## config.mk

```make
export PLATFORM = sky130hd
export DESIGN_NAME = sparc_ifu_icrdctl
export DESIGN_NICKNAME = d
export VERILOG_FILES = /design/src/rtl/sparc_ifu_icrdctl_pkg.sv /design/src/rtl/sparc_ifu_icrdarb.sv /design/src/rtl/sparc_ifu_icrdctl.sv
export SDC_FILE = /design/constraint.sdc
export NUM_CORES = 1
export LEC_CHECK = 0
export CAP_MARGIN = 20
export CORE_ASPECT_RATIO = 2
export CORE_MARGIN = 2
export CORE_UTILIZATION = 62
export CTS_BUF_LIST = sky130_fd_sc_hd__clkbuf_4 sky130_fd_sc_hd__clkbuf_8 sky130_fd_sc_hd__clkbuf_16
export CTS_CLUSTER_SIZE = 14
export DETAILED_ROUTE_END_ITERATION = 6
export DONT_BUFFER_PORTS = 1
export PLACE_DENSITY = 0.78
export SETUP_SLACK_MARGIN = 0.02
export SLEW_MARGIN = 20
export SYNTH_ARGS = -nofsm -noshare
export SYNTH_HDL_FRONTEND = slang
export SYNTH_HIERARCHICAL = 1
export SYNTH_SLANG_ARGS = --single-unit
```

## constraint.sdc

```tcl
create_clock -name rclk -period 3.4 [get_ports rclk]
set_input_delay 0.34 -clock rclk [delete_from_list [all_inputs] [get_ports rclk]]
set_output_delay 0.34 -clock rclk [all_outputs]
set_load 0.05 [all_outputs]
```

## src/rtl/sparc_ifu_icrdctl_pkg.sv

```systemverilog
// Shared types and constants for the icache diagnostic/MBIST read controller.
package sparc_ifu_icrdctl_pkg;

   localparam int unsigned WAY_W  = 2;
   localparam int unsigned DATA_W = 68;

   typedef enum logic [1:0] {
      ST_IDLE = 2'd0,
      ST_RD   = 2'd1,
      ST_WAIT = 2'd2,
      ST_CAPT = 2'd3
   } state_e;

   localparam logic REQ_ASI  = 1'b0;
   localparam logic REQ_BIST = 1'b1;

   localparam logic [WAY_W-1:0] WAY_LAST = 2'd3;

endpackage

```

## src/rtl/sparc_ifu_icrdarb.sv

```systemverilog
// Two-requester round-robin arbiter; the last-grant flop resets to ASI so MBIST
// wins the first contention.
module sparc_ifu_icrdarb
   import sparc_ifu_icrdctl_pkg::*;
(
   input  logic clk_i,
   input  logic rst_i,
   input  logic en_i,
   input  logic req_asi_i,
   input  logic req_bist_i,
   output logic gnt_asi_o,
   output logic gnt_bist_o
);

   logic last_q, last_d;

   always_ff @(posedge clk_i or posedge rst_i) begin
      if (rst_i) last_q <= REQ_ASI;
      else       last_q <= last_d;
   end

   always_comb begin
      gnt_bist_o = en_i & req_bist_i & (~req_asi_i | (last_q == REQ_ASI));
      gnt_asi_o  = en_i & req_asi_i & ~gnt_bist_o;
      last_d     = last_q;
      if (gnt_bist_o)     last_d = REQ_BIST;
      else if (gnt_asi_o) last_d = REQ_ASI;
   end

endmodule

```

## src/rtl/sparc_ifu_icrdctl.sv

```systemverilog
// Icache diagnostic read controller: serves ASI single-way reads and MBIST
// way sweeps through one shared read/capture pipeline.
module sparc_ifu_icrdctl
   import sparc_ifu_icrdctl_pkg::*;
#(
   parameter int unsigned IDX_W  = 10,
   parameter int unsigned RD_LAT = 2
) (
   input  logic                rclk,
   input  logic                arst,
   input  logic                asi_req_vld,
   input  logic [IDX_W-1:0]    asi_req_index,
   input  logic [WAY_W-1:0]    asi_req_way,
   output logic                asi_req_rdy,
   output logic                asi_rsp_vld,
   input  logic                bist_req_vld,
   input  logic [IDX_W-1:0]    bist_req_index,
   input  logic [WAY_W-1:0]    bist_req_way,
   input  logic                bist_req_allway,
   output logic                bist_req_rdy,
   output logic                bist_rsp_vld,
   output logic [WAY_W-1:0]    rsp_way,
   output logic [DATA_W-1:0]   rsp_data,
   output logic                ic_rd_en,
   output logic [IDX_W-1:0]    ic_rd_index,
   output logic [WAY_W-1:0]    ifq_erb_asiway_f,
   input  logic [DATA_W-1:0]   wsel_mbist_icache_data,
   output logic                busy
);

   // WAIT spans RD_LAT-1 cycles; unreachable when RD_LAT==1
   localparam logic [1:0] WAIT_LAST = 2'(RD_LAT - 2);

   state_e              state_q, state_d;
   logic [IDX_W-1:0]    idx_q, idx_d;
   logic [WAY_W-1:0]    way_q, way_d;
   logic                owner_q, owner_d;
   logic                allway_q, allway_d;
   logic [1:0]          cnt_q, cnt_d;
   logic [DATA_W-1:0]   rsp_data_q, rsp_data_d;
   logic [WAY_W-1:0]    rsp_way_q, rsp_way_d;
   logic                asi_rsp_q, asi_rsp_d;
   logic                bist_rsp_q, bist_rsp_d;
   logic                idle, gnt_asi, gnt_bist, sweep_more;

   assign idle       = (state_q == ST_IDLE) & ~arst;
   assign sweep_more = allway_q & (way_q != WAY_LAST);

   sparc_ifu_icrdarb u_arb (
      .clk_i      (rclk),
      .rst_i      (arst),
      .en_i       (idle),
      .req_asi_i  (asi_req_vld),
      .req_bist_i (bist_req_vld),
      .gnt_asi_o  (gnt_asi),
      .gnt_bist_o (gnt_bist)
   );

   always_ff @(posedge rclk or posedge arst) begin
      if (arst) state_q <= ST_IDLE;
      else      state_q <= state_d;
   end

   always_comb begin
      state_d = state_q;
      case (state_q)
         ST_IDLE: if (gnt_asi | gnt_bist) state_d = ST_RD;
         ST_RD:   state_d = (RD_LAT > 1) ? ST_WAIT : ST_CAPT;
         ST_WAIT: if (cnt_q == WAIT_LAST) state_d = ST_CAPT;
         ST_CAPT: state_d = sweep_more ? ST_RD : ST_IDLE;
         default: state_d = ST_IDLE;
      endcase
   end

   always_comb begin
      ic_rd_en         = (state_q == ST_RD);
      busy             = (state_q != ST_IDLE);
      ifq_erb_asiway_f = busy ? way_q : '0;
   end

   // Request latch, wait counter, capture and response strobes
   always_comb begin
      idx_d      = idx_q;
      way_d      = way_q;
      owner_d    = owner_q;
      allway_d   = allway_q;
      cnt_d      = cnt_q;
      rsp_data_d = rsp_data_q;
      rsp_way_d  = rsp_way_q;
      asi_rsp_d  = 1'b0;
      bist_rsp_d = 1'b0;
      if (gnt_bist) begin
         idx_d    = bist_req_index;
         way_d    = bist_req_way;
         owner_d  = REQ_BIST;
         allway_d = bist_req_allway;
      end else if (gnt_asi) begin
         idx_d    = asi_req_index;
         way_d    = asi_req_way;
         owner_d  = REQ_ASI;
         allway_d = 1'b0;
      end
      case (state_q)
         ST_RD:   cnt_d = '0;
         ST_WAIT: cnt_d = cnt_q + 2'd1;
         ST_CAPT: begin
            rsp_data_d = wsel_mbist_icache_data;
            rsp_way_d  = way_q;
            asi_rsp_d  = (owner_q == REQ_ASI);
            bist_rsp_d = (owner_q == REQ_BIST);
            if (sweep_more) way_d = way_q + 2'd1;
         end
         default: ;
      endcase
   end

   always_ff @(posedge rclk or posedge arst) begin
      if (arst) begin
         idx_q      <= '0;
         way_q      <= '0;
         owner_q    <= REQ_ASI;
         allway_q   <= 1'b0;
         cnt_q      <= '0;
         rsp_data_q <= '0;
         rsp_way_q  <= '0;
         asi_rsp_q  <= 1'b0;
         bist_rsp_q <= 1'b0;
      end else begin
         idx_q      <= idx_d;
         way_q      <= way_d;
         owner_q    <= owner_d;
         allway_q   <= allway_d;
         cnt_q      <= cnt_d;
         rsp_data_q <= rsp_data_d;
         rsp_way_q  <= rsp_way_d;
         asi_rsp_q  <= asi_rsp_d;
         bist_rsp_q <= bist_rsp_d;
      end
   end

   assign asi_req_rdy  = gnt_asi;
   assign bist_req_rdy = gnt_bist;
   assign asi_rsp_vld  = asi_rsp_q;
   assign bist_rsp_vld = bist_rsp_q;
   assign rsp_way      = rsp_way_q;
   assign rsp_data     = rsp_data_q;
   assign ic_rd_index  = idx_q;

endmodule

```

**After elaboration in Yosys (flattened, before gate mapping)**

Index checks and enable logic that the tools add are counted.

- Flip-flop bits (word level): 90
- Input bits: 97

- Add/subtract/negate cells: 2
- Equal/unequal tests: 6
- Multiplexer cells: 17
- Bitwise logic cells: 12
- Reduce and logical (&&, ||, !) cells: 6

Operators by type and width:

| cell | count |
|---|---|
| 10-bit 2-to-1 mux | 2 |
| 2-bit 2-to-1 mux | 7 |
| 2-bit one-hot mux with 4 select lines | 1 |
| 1-bit AND | 6 |
| 1-bit 2-to-1 mux | 6 |
| 2-bit nonzero test | 3 |
| 2-bit by 1-bit adder with 2-bit output (second input constant) | 2 |
| 2-bit == test (second input constant) | 2 |
| 2-bit zero test | 2 |
| 2-bit inequality test (second input constant) | 2 |
| 1-bit inverter | 4 |
| 2-bit one-hot mux with 2 select lines | 1 |
| 2-bit by 1-bit == test with 1-bit output (second input constant) | 1 |
| 2-bit by 1-bit inequality test with 1-bit output (second input constant) | 1 |
| 1-bit bitwise OR | 2 |
| 2-bit AND reduction | 1 |

**Logic depth before layout (Yosys ltp)**

Gate-level depths: netlist of the first run.

- Depth in word-level cells: 10
- Mapped depth: 10
- Gate-level depth less buffers: 9

**Modules after synthesis**

Netlist of the first run, hierarchy kept.

Modules (own cells, without submodules):

| module | instances | cells an instance | area an instance (µm²) | seq. area each (µm²) |
|---|---|---|---|---|
| sparc_ifu_icrdctl | 1 | 247 | 3642.2 | 2252.2 |
| sparc_ifu_icrdarb | 1 | 9 | 65.1 | 25.0 |

**Worst setup path before layout of the first run**

Ideal clock, no wire load.

- Path type: register to register
- From: register state_q[0]
- To: register way_q[1]
- Library setup time: 0.121 ns
- Arrival time: 2.822 ns
- Data required time: 3.279 ns
- Path slack: 0.457 ns
- Cell stages (with the launch flop): 11
- Buffers on the path: 1
- Period minus slack after synthesis: 2.943 ns
- Cells stage by stage: dfrtp_1 inv_1 ha_1 inv_1 nor2_1 nand2_1 a21oi_1 buf_4 mux2_1 mux2i_1 o21ai_1

- Longest elaborated chain between the ends: 10
- Elaborated cells on any way between the ends: 12

RTL lines:

| what | RTL line | text |
|---|---|---|
| start, declared | sparc_ifu_icrdctl.sv:34 | `state_e state_q, state_d;` |
| start signal, assigned | sparc_ifu_icrdctl.sv:61 | `else state_q <= state_d;` |
| 2-bit zero test (*) | sparc_ifu_icrdctl.sv:46 | `assign idle = (state_q == ST_IDLE) & ~arst;` |
| 1-bit AND (*) | sparc_ifu_icrdctl.sv:46 |  |
| net idle | sparc_ifu_icrdctl.sv:44 | `logic idle, gnt_asi, gnt_bist, sweep_more;` |
| 1-bit AND (2 in series) | sparc_ifu_icrdarb.sv:23 | `gnt_bist_o = en_i & req_bist_i & (~req_asi_i \| (last_q == REQ_ASI));` |
| 1-bit inverter | sparc_ifu_icrdarb.sv:24 | `gnt_asi_o = en_i & req_asi_i & ~gnt_bist_o;` |
| 1-bit AND (*) | sparc_ifu_icrdarb.sv:24 |  |
| net asi_req_rdy | sparc_ifu_icrdctl.sv:14 | `output logic asi_req_rdy,` |
| 2-bit 2-to-1 mux (*) | sparc_ifu_icrdctl.sv:97 | `end else if (gnt_asi) begin` |
| 2-bit 2-to-1 mux (*) | sparc_ifu_icrdctl.sv:92 | `if (gnt_bist) begin` |
| 2-bit 2-to-1 mux | sparc_ifu_icrdctl.sv:111 | `if (sweep_more) way_d = way_q + 2'd1;` |
| 2-bit 2-to-1 mux (*) | sparc_ifu_icrdctl.sv:103 | `case (state_q)` |
| net way_d[1] | sparc_ifu_icrdctl.sv:36 | `logic [WAY_W-1:0] way_q, way_d;` |
| end signal, assigned | sparc_ifu_icrdctl.sv:130 | `way_q <= way_d;` |
| end, declared | sparc_ifu_icrdctl.sv:36 |  |

Mark *: on every way through the listed nets, which the timed path passes. The rest lies on a longest branch.
A chain may end at the register's enable or synchronous reset.

**Worst setup path in the final report of the first run**

- From: register state_q[0]
- To: output port asi_req_rdy

- Longest elaborated chain between the ends: 6
- Elaborated cells on any way between the ends: 7

RTL lines:

| what | RTL line |
|---|---|
| 2-bit zero test (*) | sparc_ifu_icrdctl.sv:46 |
| 1-bit AND (*) | sparc_ifu_icrdctl.sv:46 |
| net idle | sparc_ifu_icrdctl.sv:44 |
| 1-bit AND (2 in series) | sparc_ifu_icrdarb.sv:23 |
| 1-bit inverter | sparc_ifu_icrdarb.sv:24 |
| 1-bit AND (*) | sparc_ifu_icrdarb.sv:24 |
| end, declared | sparc_ifu_icrdctl.sv:14 |

Marks and branches as above.

==> impl_metrics.tcl, run 1 <==
set metrics [dict create \
    wl_per_cell_um 20.58 \
    fin_crit_sh_pct 86.44 \
    finClkSkew_ns 0.006702 \
    synthCells 256 \
    start_util_pct 64.39 \
    via_per_inst 6.154 \
    htree_levels 3 \
    path_class "flop to primary output" \
    hold_viol_final 8 \
    core_mm2 0.005758 \
    drc 16 \
    portBuffers 0 \
    yosysTopAreaCell "dfrtp_1" \
    synth_area_per_cell_um2 14.48 \
    vias 2000 \
    post_cts_buffers 0 \
    layout_setup_ws_ns 0.4611 \
    cts_resized 0 \
    reg2reg_depth 9 \
    timing.hold.ws_ns -0.02401 \
    cts_root_buffer "clkbuf_16" \
    dp_hpwl_um 5042 \
    syn-num-nets 359 \
    drt_first_pass_iters 6 \
    first_iter_violations 87 \
    yosysSeqAreaShare_pct 61.42 \
    antenna_left 0 \
    crit_path_start_kind "flop" \
    gp_congestion 0.7403 \
    die_area_mm2 0.006652 \
    fmax_ghz 0.3403 \
    setup_viol 0 \
    worstSkewPairLatency_ns 0.33 \
    max-slew-margin-rel_pct 34.25 \
    critPathRequiredTime_ns 3.06 \
    cp.arrival_ns 2.60 \
    grt_usage_pct 20.55 \
    hp-class "input port to asynchronous set/reset pin" \
    netlist.area_leader.share_pct 61.42 \
    grt_pass1_vias 2040 \
    num_antenna_cells 0 \
    dp_slack_ns 0.7291 \
    path_clk_slew_ns 0.06 \
    holdBufCountCts 1 \
    setup_tns_ns 0 \
    grt_max_degree 59 \
    cts_tree "built" \
    die_w_um 58.68 \
    violations "DRC, hold timing" \
    period_needed_ns 2.939 \
    gr-total-overflow 0 \
    synthTopCellsByArea "dfrtp_1 61%, mux2_2 21%, mux2i_1 3.0%" \
    final_util_pct 70.82 \
    grt_setup_unrepaired "false" \
    end_kind "primary output" \
    antenna_found_initial 0 \
    drive_above_1_share_pct 37.12 \
    fin_nets 363 \
    wl_um 6689 \
    ys_types 31 \
    cts_buffer_depth 2 \
    run_status "finished with violations" \
    rows 39 \
    grt_pass1_wl_um 10090 \
    drv_cap 0 \
    ys_ff_latch 91 \
    syn-cell-area_mm2 0.003707 \
    tightestPinTransition_ns 0.9842 \
    clkSinkCount 91 \
    die_h_um 113.4 \
    drv_slew 0 \
    cts_inserted_buffers 9 \
    io-pin-count 185 \
    cp_max_fo 17 \
    area_delta_synth_final_pct 9.990 \
    yosysWarningCount 6 \
]
==> through the flow <==
step                      std cells  area, um^2  hold slack, ns
after floorplan                 256        3707         0.06871
after global placement          309        3764         0.07099
after detailed placement        309        3764         0.07095
after CTS                       325        4076          0.1132
after global routing            325        4078         0.03891
final                           325        4078        -0.02401
==> worst max-delay path: stages (launching register included) <==
cell     delay (ns)
dfrtp_1        0.43
inv_1          0.11
ha_1           0.25
inv_1          0.26
nor2_1         0.25
nand2_1        0.12
a21oi_4        0.53
buf_4          0.32
==> final cells by class <==
type	instances	area, um^2
sequential	91	2277
fill	393	1680
multi-input combinational	142	1321
clock buffer	11	252.7
tap	61	76.32
timing repair buffer	6	60.06
clock inverter	4	50.05
inverter	10	40.04
==> kinds of logic (layout without fill, tap and decap cells) <==
group                      after synthesis  in the layout  synth area share (%)
adders and majority gates                6              6                 2.025
buffers and inverters                   23             31                 3.611
and+or+nand+nor                         29             29                 4.286
DFF                                     91             91                 61.42
muxes                                   83             83                 24.94
AOI/OAI and AO/OA                       24             24                 3.713
==> worst paths after layout <==
path                                    from             end  slack [ns]
min                                     arst      state_q[0]       -0.02
max in group asynchronous               arst    rsp_data[50]        2.72
min reg2reg                          owner_q     asi_rsp_vld        0.44
max reg2reg                       state_q[0]        way_q[1]        0.71
max                               state_q[0]     asi_req_rdy        0.46
min in group rclk          bist_req_index[2]  ic_rd_index[2]        0.13
==> metal layers <==
metal | track usage, % | share of wire [%] | wire length (um) | vias to the layer above
li1 | - | - | - | 888
met4 | 10.45 | 2.9 | 193 | 0
met5 | 0 | 0 | 0 | -
met2 | 35.21 | 54 | 3599 | 124
met1 | 21.11 | 34 | 2257 | 974
met3 | 7.771 | 9.6 | 639 | 14
==> cell usage after synthesis, drive strengths merged <==
cell type	n
a21o	1
and3	1
buf	12
o41ai	1
nor2	3
o31ai	1
and3b	1
and2b	2
and2	1
mux2	72
o21a	1
dfrtp	91
o21ai	15
a211oi	1
nand2	14
ha	6
mux2i	11
nand2b	1
clkbuf	1
a21oi	4
nor3b	2
inv	10
nor2b	2
nand3	2
==> state kept, by name (all words and copies together) (netlist names) <==
| name | cells |
|---|---|
| u_arb/last_q | 1 |
| owner_q | 1 |
| rsp_data | 68 |
| asi_rsp_vld | 1 |
| rsp_way | 2 |
| allway_q | 1 |
| ic_rd_index | 10 |
| way_q | 2 |
| cnt_q | 2 |
| state_q | 2 |
| bist_rsp_vld | 1 |
==> cells in the final DEF, fill, tap and decap left out, types with 2 or more instances in the layout <==
cell,Yosys,final
nor2b_1,2,2
a21oi_4,0,2
nand2_1,14,14
nor2_1,3,3
inv_1,10,9
clkinvlp_4,0,2
mux2_2,70,70
dfrtp_1,91,91
clkbuf_8,0,2
buf_4,8,4
nand3_1,2,2
mux2i_1,11,11
o21ai_1,3,3
clkbuf_16,0,9
ha_1,6,5
o21ai_0,12,12
and2b_1,2,2
Power of run 1 is left out: the tool's default activity adds up to more than one toggle a clock period on the data nets, which glitch-free logic cannot reach.
==> run 2, diff against run 1 <==
ABC_CLOCK_PERIOD_IN_PS = 3400   (was unset)
==> results of run 2 <==
Final layout, timing and power as in run 1 (identical DEF).
Power of run 2 is left out for the same reason.
